[src/rtl/pc_sequencer.sv]
// Registered fetch-stage program counter with RUN/HALTED control, stall hold and a circular return-address stack.
// Optional macro PC_ALIGN_CHECK_EN redirects misaligned targets to TRAP_VECTOR and pulses misalign.
module pc_sequencer #(
  parameter int INST_ADDR_WIDTH = 16,
  parameter int NUM_BYTES_IN_INST = 2,
  parameter logic [INST_ADDR_WIDTH-1:0] RESET_VECTOR = '0,
  parameter int RAS_DEPTH = 4,
  parameter logic [INST_ADDR_WIDTH-1:0] TRAP_VECTOR = 16'h0002
) (
  input  logic                       clk,
  input  logic                       rst,
  input  logic                       halt,
  input  logic                       resume,
  input  logic                       stall,
  input  logic                       pc_src,
  input  logic                       call,
  input  logic                       ret,
  input  logic [INST_ADDR_WIDTH-1:0] branch_addr,
  output logic [INST_ADDR_WIDTH-1:0] pc_out,
  output logic                       halted,
  output logic                       ras_empty,
  output logic                       ras_full,
  output logic                       ras_overflow,
  output logic                       ras_underflow,
  output logic                       misalign
);

  localparam int PTR_W = $clog2(RAS_DEPTH);
  localparam int CNT_W = $clog2(RAS_DEPTH + 1);
  localparam logic [INST_ADDR_WIDTH-1:0] INC = INST_ADDR_WIDTH'(NUM_BYTES_IN_INST);
  localparam logic [CNT_W-1:0] CNT_MAX = CNT_W'(RAS_DEPTH);

  typedef enum logic {RUN, HALTED} state_t;

  state_t                     state;
  logic [INST_ADDR_WIDTH-1:0] ras_mem [RAS_DEPTH];
  logic [PTR_W-1:0]           wr_ptr;
  logic [CNT_W-1:0]           count;

  logic [INST_ADDR_WIDTH-1:0] pc_inc;
  logic [INST_ADDR_WIDTH-1:0] pc_nxt;
  logic [INST_ADDR_WIDTH-1:0] target;
  logic [INST_ADDR_WIDTH-1:0] ras_top;
  logic [CNT_W-1:0]           cnt_nxt;
  logic                       push;
  logic                       pop;
  logic                       redirect;
  logic                       underflow_hit;
  logic                       mis_nxt;

  // Count saturates at RAS_DEPTH; a push while full overwrites the oldest slot instead.
  function automatic logic [CNT_W-1:0] sat_inc(input logic [CNT_W-1:0] c);
    return (c == CNT_MAX) ? c : c + CNT_W'(1);
  endfunction

`ifdef PC_ALIGN_CHECK_EN
  function automatic logic misaligned(input logic [INST_ADDR_WIDTH-1:0] a);
    return (32'(a) % NUM_BYTES_IN_INST) != 0;
  endfunction
`else
  logic [INST_ADDR_WIDTH-1:0] unused_trap_vector;
  assign unused_trap_vector = TRAP_VECTOR;
`endif

  assign ras_top = ras_mem[wr_ptr - PTR_W'(1)];

  always_comb begin
    pc_inc        = pc_out + INC;
    pc_nxt        = pc_out;
    target        = branch_addr;
    push          = 1'b0;
    pop           = 1'b0;
    redirect      = 1'b0;
    underflow_hit = 1'b0;
    mis_nxt       = 1'b0;
    if (state == RUN && !halt && !stall) begin
      if (call) begin
        push     = 1'b1;
        redirect = 1'b1;
      end else if (pc_src) begin
        redirect = 1'b1;
      end else if (ret && count != '0) begin
        pop      = 1'b1;
        redirect = 1'b1;
        target   = ras_top;
      end else begin
        pc_nxt        = pc_inc;
        underflow_hit = ret;
      end
    end
    if (redirect) begin
      pc_nxt = target;
`ifdef PC_ALIGN_CHECK_EN
      if (misaligned(target)) begin
        pc_nxt  = TRAP_VECTOR;
        mis_nxt = 1'b1;
      end
`endif
    end
    cnt_nxt = count;
    if (push)
      cnt_nxt = sat_inc(count);
    else if (pop)
      cnt_nxt = count - CNT_W'(1);
  end

  always_ff @(posedge clk) begin
    if (!rst) begin
      state         <= RUN;
      halted        <= 1'b0;
      pc_out        <= RESET_VECTOR;
      wr_ptr        <= '0;
      count         <= '0;
      ras_empty     <= 1'b1;
      ras_full      <= 1'b0;
      ras_overflow  <= 1'b0;
      ras_underflow <= 1'b0;
      misalign      <= 1'b0;
    end else begin
      case (state)
        RUN: begin
          if (halt) begin
            state  <= HALTED;
            halted <= 1'b1;
          end
        end
        HALTED: begin
          if (resume) begin
            state  <= RUN;
            halted <= 1'b0;
          end
        end
        default: begin
          state  <= RUN;
          halted <= 1'b0;
        end
      endcase
      pc_out    <= pc_nxt;
      misalign  <= mis_nxt;
      count     <= cnt_nxt;
      ras_empty <= (cnt_nxt == '0);
      ras_full  <= (cnt_nxt == CNT_MAX);
      if (push) begin
        wr_ptr <= wr_ptr + PTR_W'(1);
        if (count == CNT_MAX)
          ras_overflow <= 1'b1;
      end else if (pop) begin
        wr_ptr <= wr_ptr - PTR_W'(1);
      end
      if (underflow_hit)
        ras_underflow <= 1'b1;
    end
  end

  // Stack storage is pure data and is never reset; count guards every read.
  always_ff @(posedge clk) begin
    if (push)
      ras_mem[wr_ptr] <= pc_inc;
  end

endmodule

[config.mk]
export PLATFORM = sky130hd
export DESIGN_NAME = pc_sequencer
export DESIGN_NICKNAME = d
export VERILOG_FILES = /design/src/rtl/pc_sequencer.sv
export SDC_FILE = /design/constraint.sdc
export NUM_CORES = 1
export LEC_CHECK = 0
export BUFFER_PORTS_ARGS = -buffer_cell sky130_fd_sc_hd__buf_4
export CELL_PAD_IN_SITES_DETAIL_PLACEMENT = 1
export CELL_PAD_IN_SITES_GLOBAL_PLACEMENT = 1
export CORE_MARGIN = 1.5
export CORE_UTILIZATION = 45
export CTS_CLUSTER_SIZE = 25
export DETAILED_ROUTE_END_ITERATION = 10
export GPL_TIMING_DRIVEN = 0
export MAX_ROUTING_LAYER = met4
export PLACE_DENSITY_LB_ADDON = 0.1
export SYNTH_ARGS = -nofsm -noshare
export SYNTH_HDL_FRONTEND = slang
export SYNTH_SLANG_ARGS = --single-unit
[constraint.sdc]
create_clock -name clk -period 5.7 [get_ports clk]
set_input_delay 0.285 -clock clk [delete_from_list [all_inputs] [get_ports clk]]
set_output_delay 0.285 -clock clk [all_outputs]
set_load 0.05 [all_outputs]
==> summary.md, run 1 <==
| Metric | Value |
|---|---|
| Vias/cell | `5.87` |
| Ant. Diodes | `0` |
| Final Net Count | `407` |
| Met2 usage | `0.403` |
| Setup-failing EPs final | `0` |
| Met1 Track Usage GR | `0.314` |
| Synthesized Nets | `353` |
| Area of the core | `9150 µm²` |
| I/O pins | `46` |
| Final Power | `1.35 mW` |
| Cts bufs inserted | `9` |
| Final worst-path cycle share | `0.486` |
| Req. time, crit path | `5970 ps` |
| Worst-Margin Slew | `1020 ps` |
| Skew final | `21.2 ps` |
| # port buffers | `43` |
| Syn Std Cell Area | `4190 µm²` |
| DRT Pass-1 Iters | `4` |
| Initial DRC count | `126` |
| Crit path DAT | `3040 ps` |
| H-tree depth | `3` |
| DP HPWL | `7.38 mm` |
| Final wirelength | `10.7 mm` |
| Post-synthesis average cell area | `13.1 µm²` |
| Final ANT Viol Nets | `0` |
| #FFs+latches synth | `91` |
| Fmax | `361 MHz` |
| Worst r2r src | `wr_ptr[0]` |
| Max Slew Vio Count | `0` |
| HP Start | `resume` |
| Crit path launch | `wr_ptr[0]` |
| Die Span X | `99.5 µm` |
| Via Count | `2884` |
| Tmin final | `2770 ps` |
| CP Launch Type | `register` |
| Clk buf depth | `2` |
| Status | `finished clean` |
| Post-synth top area share | `0.458` |
| CTS clock-pin slew for the worst setup and hold paths | `110 ps` |
| Max cap viols | `0` |
| Worst-Skew Late Latency | `360 ps` |
| Synth warn | `0` |
| Number of fill cells | `958` |
| Prevailing post-synth register cell | `edfxtp_1` |
| Global-route wire length before repair | `17.2 mm` |
| Setup Buffers After CTS | `0` |
| Hold Crit Class | `input port to register` |
| Cell taking the most area after synthesis | `edfxtp_1` |
| RSZ-0062 raised after global routing | `false` |
| Die area | `9910 µm²` |
| Pwr Density | `279 nW/µm²` |
| Yosys cell types | `60` |
| GRT Util Overall | `0.241` |
| Sequential area share after synthesis | `0.587` |
| Root buffer cell | `clkbuf_8` |
| Share of layout cells above drive strength 1 | `0.279` |
| CTS tree | `done` |
| CP Class | `register to register` |
| Worst-path maximum fanout | `10` |
| Clk sinks | `91` |
| Static leakage | `1.71 nW` |
| Area grow syn2layout | `15.8%` |
| # rows | `35` |
| Overflow after GRT | `0` |
| RD Place Congestion | `0.795` |
| DRC | `0` |
| Synth Instances | `321` |
| CTS resizes | `0` |
| DIE HEIGHT | `99.5 µm` |
| Vias in the first global route | `3041` |
| GR Util met3 | `0.0316` |
| Hold-fix buffers, CTS | `0` |
| Slew headroom | `0.318` |
| Post-synth EDFFs | `64` |
| DR WL/cell | `21.9 µm` |
| Antenna violations before repair | `0` |
| Busiest layer in global routing | `met2` |
| Async set-reset flop share out of synthesis | `0` |
| Final Hold Violating Endpoints | `0` |
| Critical Path End Type | `register` |
| VDD IR max | `0.000195 V` |
| Initial Util | `0.458` |
| Setup TNS | `0 ps` |
| Largest net degree at the start of global routing | `17` |
| Largest cells by area after synthesis | `edfxtp_1 (46%), dfxtp_1 (13%), mux4_2 (8.6%), nand2_1 (2.4%), ha_1 (2.4%)` |
==> cell usage in the layout (no fill, tap or decap), types with 7 or more instances in the layout <==
cell	count
edfxtp_1	64
buf_4	46
nand2_1	27
dfxtp_1	27
o21ai_0	16
a21oi_1	16
mux4_2	16
nor2_1	15
inv_1	11
xnor2_1	9
clkbuf_8	9
nand3_1	8
ha_1	8
buf_2	7
==> final cells by class <==
type                            instances  area [µm²]  share of cell area
Sequential cell                        91        2460               0.507
Multi-Input combinational cell        199        1570               0.324
Timing Repair Buffer                   43         323              0.0665
Tap cell                              111         139              0.0286
Clock buffer                            9         124              0.0255
Buffer                                 20         119              0.0245
Clock inverter                          7        75.1              0.0155
Inverter                               11        41.3             0.00851
==> logic make-up (layout without fill, tap and decap cells) <==
| logic type | after synthesis | count (layout) | synth area share |
|---|---|---|---|
| AOI/OAI and AO/OA | 74 | 74 | 0.120 |
| xor gates and xnor gates | 14 | 14 | 0.0328 |
| adders and majority gates | 8 | 8 | 0.0239 |
| buffers and inverters | 31 | 90 | 0.0382 |
| DFF | 91 | 91 | 0.587 |
| muxes | 16 | 16 | 0.0859 |
| other | 1 | 1 | 0.000894 |
| and+or+nand+nor | 86 | 86 | 0.111 |
==> routing by layer <==
| metal | wire, µm | vias to the layer above |
|---|---|---|
| met5 | 0 | - |
| met4 | 150 | 0 |
| met3 | 319 | 18 |
| met2 | 5460 | 58 |
| met1 | 4810 | 1470 |
| li1 | - | 1338 |
==> where the power goes <==
part	switching [mW]	internal, mW	leakage, nW
sequential	0.0158	0.722	0.790
clock	0.243	0.206	0.104
combinational	0.105	0.0620	0.812
==> stage by stage <==
stage / worst slack [ps] / std cells / utilization / instance area, µm² / hold slack (ps)
after global routing: 2730 / 491 / 0.530 / 4850 / 216
after detailed placement: 2890 / 475 / 0.509 / 4650 / 478
final: 2930 / 491 / 0.530 / 4850 / 196
after global placement: 2960 / 475 / 0.509 / 4650 / 472
after CTS: 2880 / 491 / 0.530 / 4850 / 198
after floorplan: 3460 / 321 / - / 4190 / 438
==> cell usage after synthesis (all sizes together) (2+ instances only) <==
cell type	n
o21ai	17
and3	5
nor3	7
or2	3
buf	13
nand2	27
dfxtp	27
nand3	9
nand4	5
o211ai	2
a22oi	3
a21oi	17
edfxtp	64
a31oi	5
or3	3
o22ai	5
nor2b	3
and2	3
xor2	4
a41oi	3
ha	8
a31o	2
xnor2	10
o221ai	3
inv	11
clkbuf	7
nor2	17
o31a	2
o311ai	2
mux4	16
a221oi	4
==> final timing paths <==
path | to | slack [ps] | cells past startpoint
max | pc_out[3] | 2930 | 10
min | state | 200 | 4
max reg2reg | pc_out[3] | 2930 | 10
min reg2reg | halted | 500 | 2
==> worst max-delay path, stage by stage, from the launching register on <==
cell and delay (ps):
dfxtp_1 390, buf_6 200, buf_6 220, inv_1 120, ha_1 300, buf_2 280
buf_2 360, mux4_2 350, nand2_1 80, o311ai_0 140, a32o_1 240
==> flip-flops by register name, summed over array words and instances (netlist names) <==
| name | flops |
|---|---|
| ras_underflow | 1 |
| ras_overflow | 1 |
| ras_mem | 64 |
| count | 3 |
| pc_out | 16 |
| ras_full | 1 |
| wr_ptr | 2 |
| halted | 1 |
| state | 1 |
| ras_empty | 1 |
No activity file was read; power rests on OpenSTA's default activity.
==> run 2, diff against run 1 <==
Clock period 5.7 ns to 2.6 ns, I/O delays scaled along.
==> run 2 against run 1 <==
Net effect:
- sequential power increased by 120%
- design area increased by 0.46%
- utilization increased by 0.25 points
- final cell count unchanged
- non-clock buffer count unchanged
- total power increased by 120%
- clock power increased by 120%
- critical path depth unchanged
- critical endpoint unchanged
- largest cell class unchanged
- largest power group unchanged
==> summary.md, run 2 (synthesis gave the netlist of run 1 again) <==
| Metric | Value |
|---|---|
| Status | `finished clean (unchanged)` |
| I/O pins | `46 (unchanged)` |
| VDD IR max | `0.000429 V (was 0.000195 V)` |
| CP Class | `register to register (unchanged)` |
| Hold Crit Class | `input port to register (unchanged)` |
| CP cell instances | `buf_8 > buf_8 > inv_1 > ha_1 > buf_4 > buf_6 > mux4_2 > nand2_1 > o311ai_0 > a32o_1 (was buf_6 > buf_6 > inv_1 > ha_1 > buf_2 > buf_2 > mux4_2 > nand2_1 > o311ai_0 > a32o_1)` |
| Sequential cell area | `2460 µm² (about the same)` |
| Area grow syn2layout | `16.3% (was 15.8%)` |
| Critical Path End Type | `register (unchanged)` |
| Final Hold Violating Endpoints | `0 (unchanged)` |
| Most common cell after layout, fill and taps aside | `edfxtp_1 (unchanged)` |
| RD Place Congestion | `0.795 (unchanged)` |
| Clk sinks | `91 (unchanged)` |
| Worst-path maximum fanout | `10 (unchanged)` |
| Area of the core | `9150 µm² (unchanged)` |
| Pwr Density | `610 nW/µm² (was 279 nW/µm²)` |
| Final Net Count | `407 (unchanged)` |
| Util after Layout | `0.533 (was 0.530)` |
| Final wirelength | `10.8 mm (was 10.7 mm)` |
| Most frequent cells in the layout | `edfxtp_1 (64), buf_4 (47), nand2_1 (27) (was edfxtp_1 (64), buf_4 (46), nand2_1 (27), dfxtp_1 (27))` |
| Antenna violations before repair | `0 (unchanged)` |
| Initial Util | `0.458 (unchanged)` |
| Area of the multi-input gates | `1580 µm² (was 1570 µm²)` |
| Number of fill cells | `956 (was 958)` |
| Largest net degree at the start of global routing | `17 (unchanged)` |
| DRT Pass-1 Iters | `4 (unchanged)` |
| Worst-Skew Late Latency | `360 ps (about the same)` |
| H-tree depth | `3 (unchanged)` |
| Slowest Stage Delay on Critical Path | `370 ps (was 390 ps)` |
| Fmax | `413 MHz (was 361 MHz)` |
| Non-filler cells in the finished layout | `491 (unchanged)` |
| # port buffers | `43 (unchanged)` |
| Setup TNS | `0 ps (unchanged)` |
| Worst-Margin Slew | `658 ps (was 1020 ps)` |
| Root buffer cell | `clkbuf_8 (unchanged)` |
| Skew final | `21.5 ps (was 21.2 ps)` |
| CP Launch Type | `register (unchanged)` |
| Worst Setup EP | `pc_out[3] (unchanged)` |
| Max Slew Vio Count | `0 (unchanged)` |
| Tmin final | `2420 ps (was 2770 ps)` |
| Via Count | `2874 (was 2884)` |
| DP HPWL | `7.38 mm (unchanged)` |
| Max reg flops | `64 (unchanged)` |
| Hold-fix buffers, CTS | `0 (unchanged)` |
| GRT Util Overall | `0.242 (was 0.241)` |
| FF-to-FF setup slack | `180 ps (was 2930 ps)` |
| CTS tree | `done (unchanged)` |
| Slew headroom | `0.561 (was 0.318)` |
| Vias in the first global route | `3046 (was 3041)` |
| Share of layout cells above drive strength 1 | `0.292 (was 0.279)` |
| Req. time, crit path | `2870 ps (was 5970 ps)` |
| Setup-failing EPs final | `0 (unchanged)` |
| Overflow after GRT | `0 (unchanged)` |
| Global-route wire length before repair | `17.2 mm (about the same)` |
| Top Registers | `ras_mem (64), pc_out (16), count (3) (unchanged)` |
| CTS clock-pin slew for the worst setup and hold paths | `110 ps (about the same)` |
| Worst reg2reg path endpoint | `pc_out[3] (unchanged)` |
| Final Power | `2.97 mW (was 1.35 mW)` |
| RSZ-0062 raised after global routing | `false (unchanged)` |
| DRC | `0 (unchanged)` |
| Crit path max-delay family | `buffers and inverters (unchanged)` |
| Largest Register | `ras_mem (unchanged)` |
| Ant. Diodes | `0 (unchanged)` |
| Crit path launch | `wr_ptr[0] (unchanged)` |
| Cell count along the critical path | `10 (unchanged)` |
| CP max stage cell | `dfxtp_2 (was dfxtp_1)` |
| Cts bufs inserted | `9 (unchanged)` |
| Vias/cell | `5.85 (was 5.87)` |
| Worst r2r path cells | `10 (unchanged)` |
| Die Span X | `99.5 µm (unchanged)` |
| Final worst-path cycle share | `0.930 (was 0.486)` |
| Static leakage | `1.71 nW (about the same)` |
| Bufs and invs on worst path | `5 (unchanged)` |
| Die area | `9910 µm² (unchanged)` |
| DR WL/cell | `22.0 µm (was 21.9 µm)` |
| DIE HEIGHT | `99.5 µm (unchanged)` |
| Final ANT Viol Nets | `0 (unchanged)` |
| Crit path DAT | `2690 ps (was 3040 ps)` |
| Clk buf depth | `2 (unchanged)` |
| CP dominant cell by count | `buf_8` |
| Max cap viols | `0 (unchanged)` |
| # rows | `35 (unchanged)` |
| Initial DRC count | `118 (was 126)` |
| Worst r2r src | `wr_ptr[0] (unchanged)` |
| Placed cell count | `475 (unchanged)` |
[run 2: changes by cell type in the layout (fill, tap and decap cells not counted)]
| cell | previous run | this run |
|---|---|---|
| buf_8 | 0 | 2 |
| and3_2 | 0 | 4 |
| buf_6 | 3 | 2 |
| buf_2 | 7 | 5 |
| dfxtp_2 | 0 | 1 |
| and3_1 | 5 | 1 |
| dfxtp_1 | 27 | 26 |
| buf_4 | 46 | 47 |
[run 2: power breakdown]
| group | total (mW) | internal [mW] | switching [mW] |
|---|---|---|---|
| Sequential | 1.62 | 1.58 | 0.0349 |
| Combinational | 0.371 | 0.140 | 0.231 |
| Clock | 0.985 | 0.452 | 0.533 |
| Total | 2.97 | 2.17 | 0.799 |
[run 2: worst reg2reg max path, stage by stage (launching register included)]
cell	delay [ps]
dfxtp_2	370
buf_8	170
buf_8	200
inv_1	110
ha_1	300
buf_4	210
buf_6	210
mux4_2	310
nand2_1	80
o311ai_0	140
a32o_1	240
[run 2: metrics by stage]
stage	hold WS (ps)	setup slack [ps]	instance area (µm²)
2_1_floorplan	283	357	4190
3_3_place_gp	418	-138	4650
3_5_place_dp	426	-211	4650
4_1_cts	43.2	1.22	4860
5_1_grt	60.5	38.1	4880
6_report	40.5	181	4880
[run 2: how the worst min path moves through the flow]
stage,to,slack (ps),cells after the start,startpoint
2_1_floorplan,pc_out[13],280,2,branch_addr[13]
3_3_place_gp,pc_out[13],420,3,branch_addr[13]
3_5_place_dp,pc_out[13],430,3,branch_addr[13]
4_1_cts,state,40,4,resume
5_1_grt,pc_out[13],60,3,branch_addr[13]
6_report,state,40,4,resume
[run 2: repair_timing]
item                                    CTS  global route
pin swaps                                 0             0
endpoints found under the setup margin   69             4
buffers inserted                          0             0
gates resized for setup                   6             4
[run 2: final cells by class]
cell class / instances / share of cell area
buffer: 20 / 0.0277
clock buffer: 9 / 0.0254
clock inverter: 7 / 0.0154
inverter: 11 / 0.00847
multi-input combinational: 199 / 0.323
sequential: 91 / 0.505
tap: 111 / 0.0285
timing repair buffer: 43 / 0.0662
[run 2: layer usage]
layer  part of all wire  track usage
met1               0.44        0.315
met2               0.52        0.406
met3              0.027       0.0316
met4              0.011       0.0585
met5                  0            -
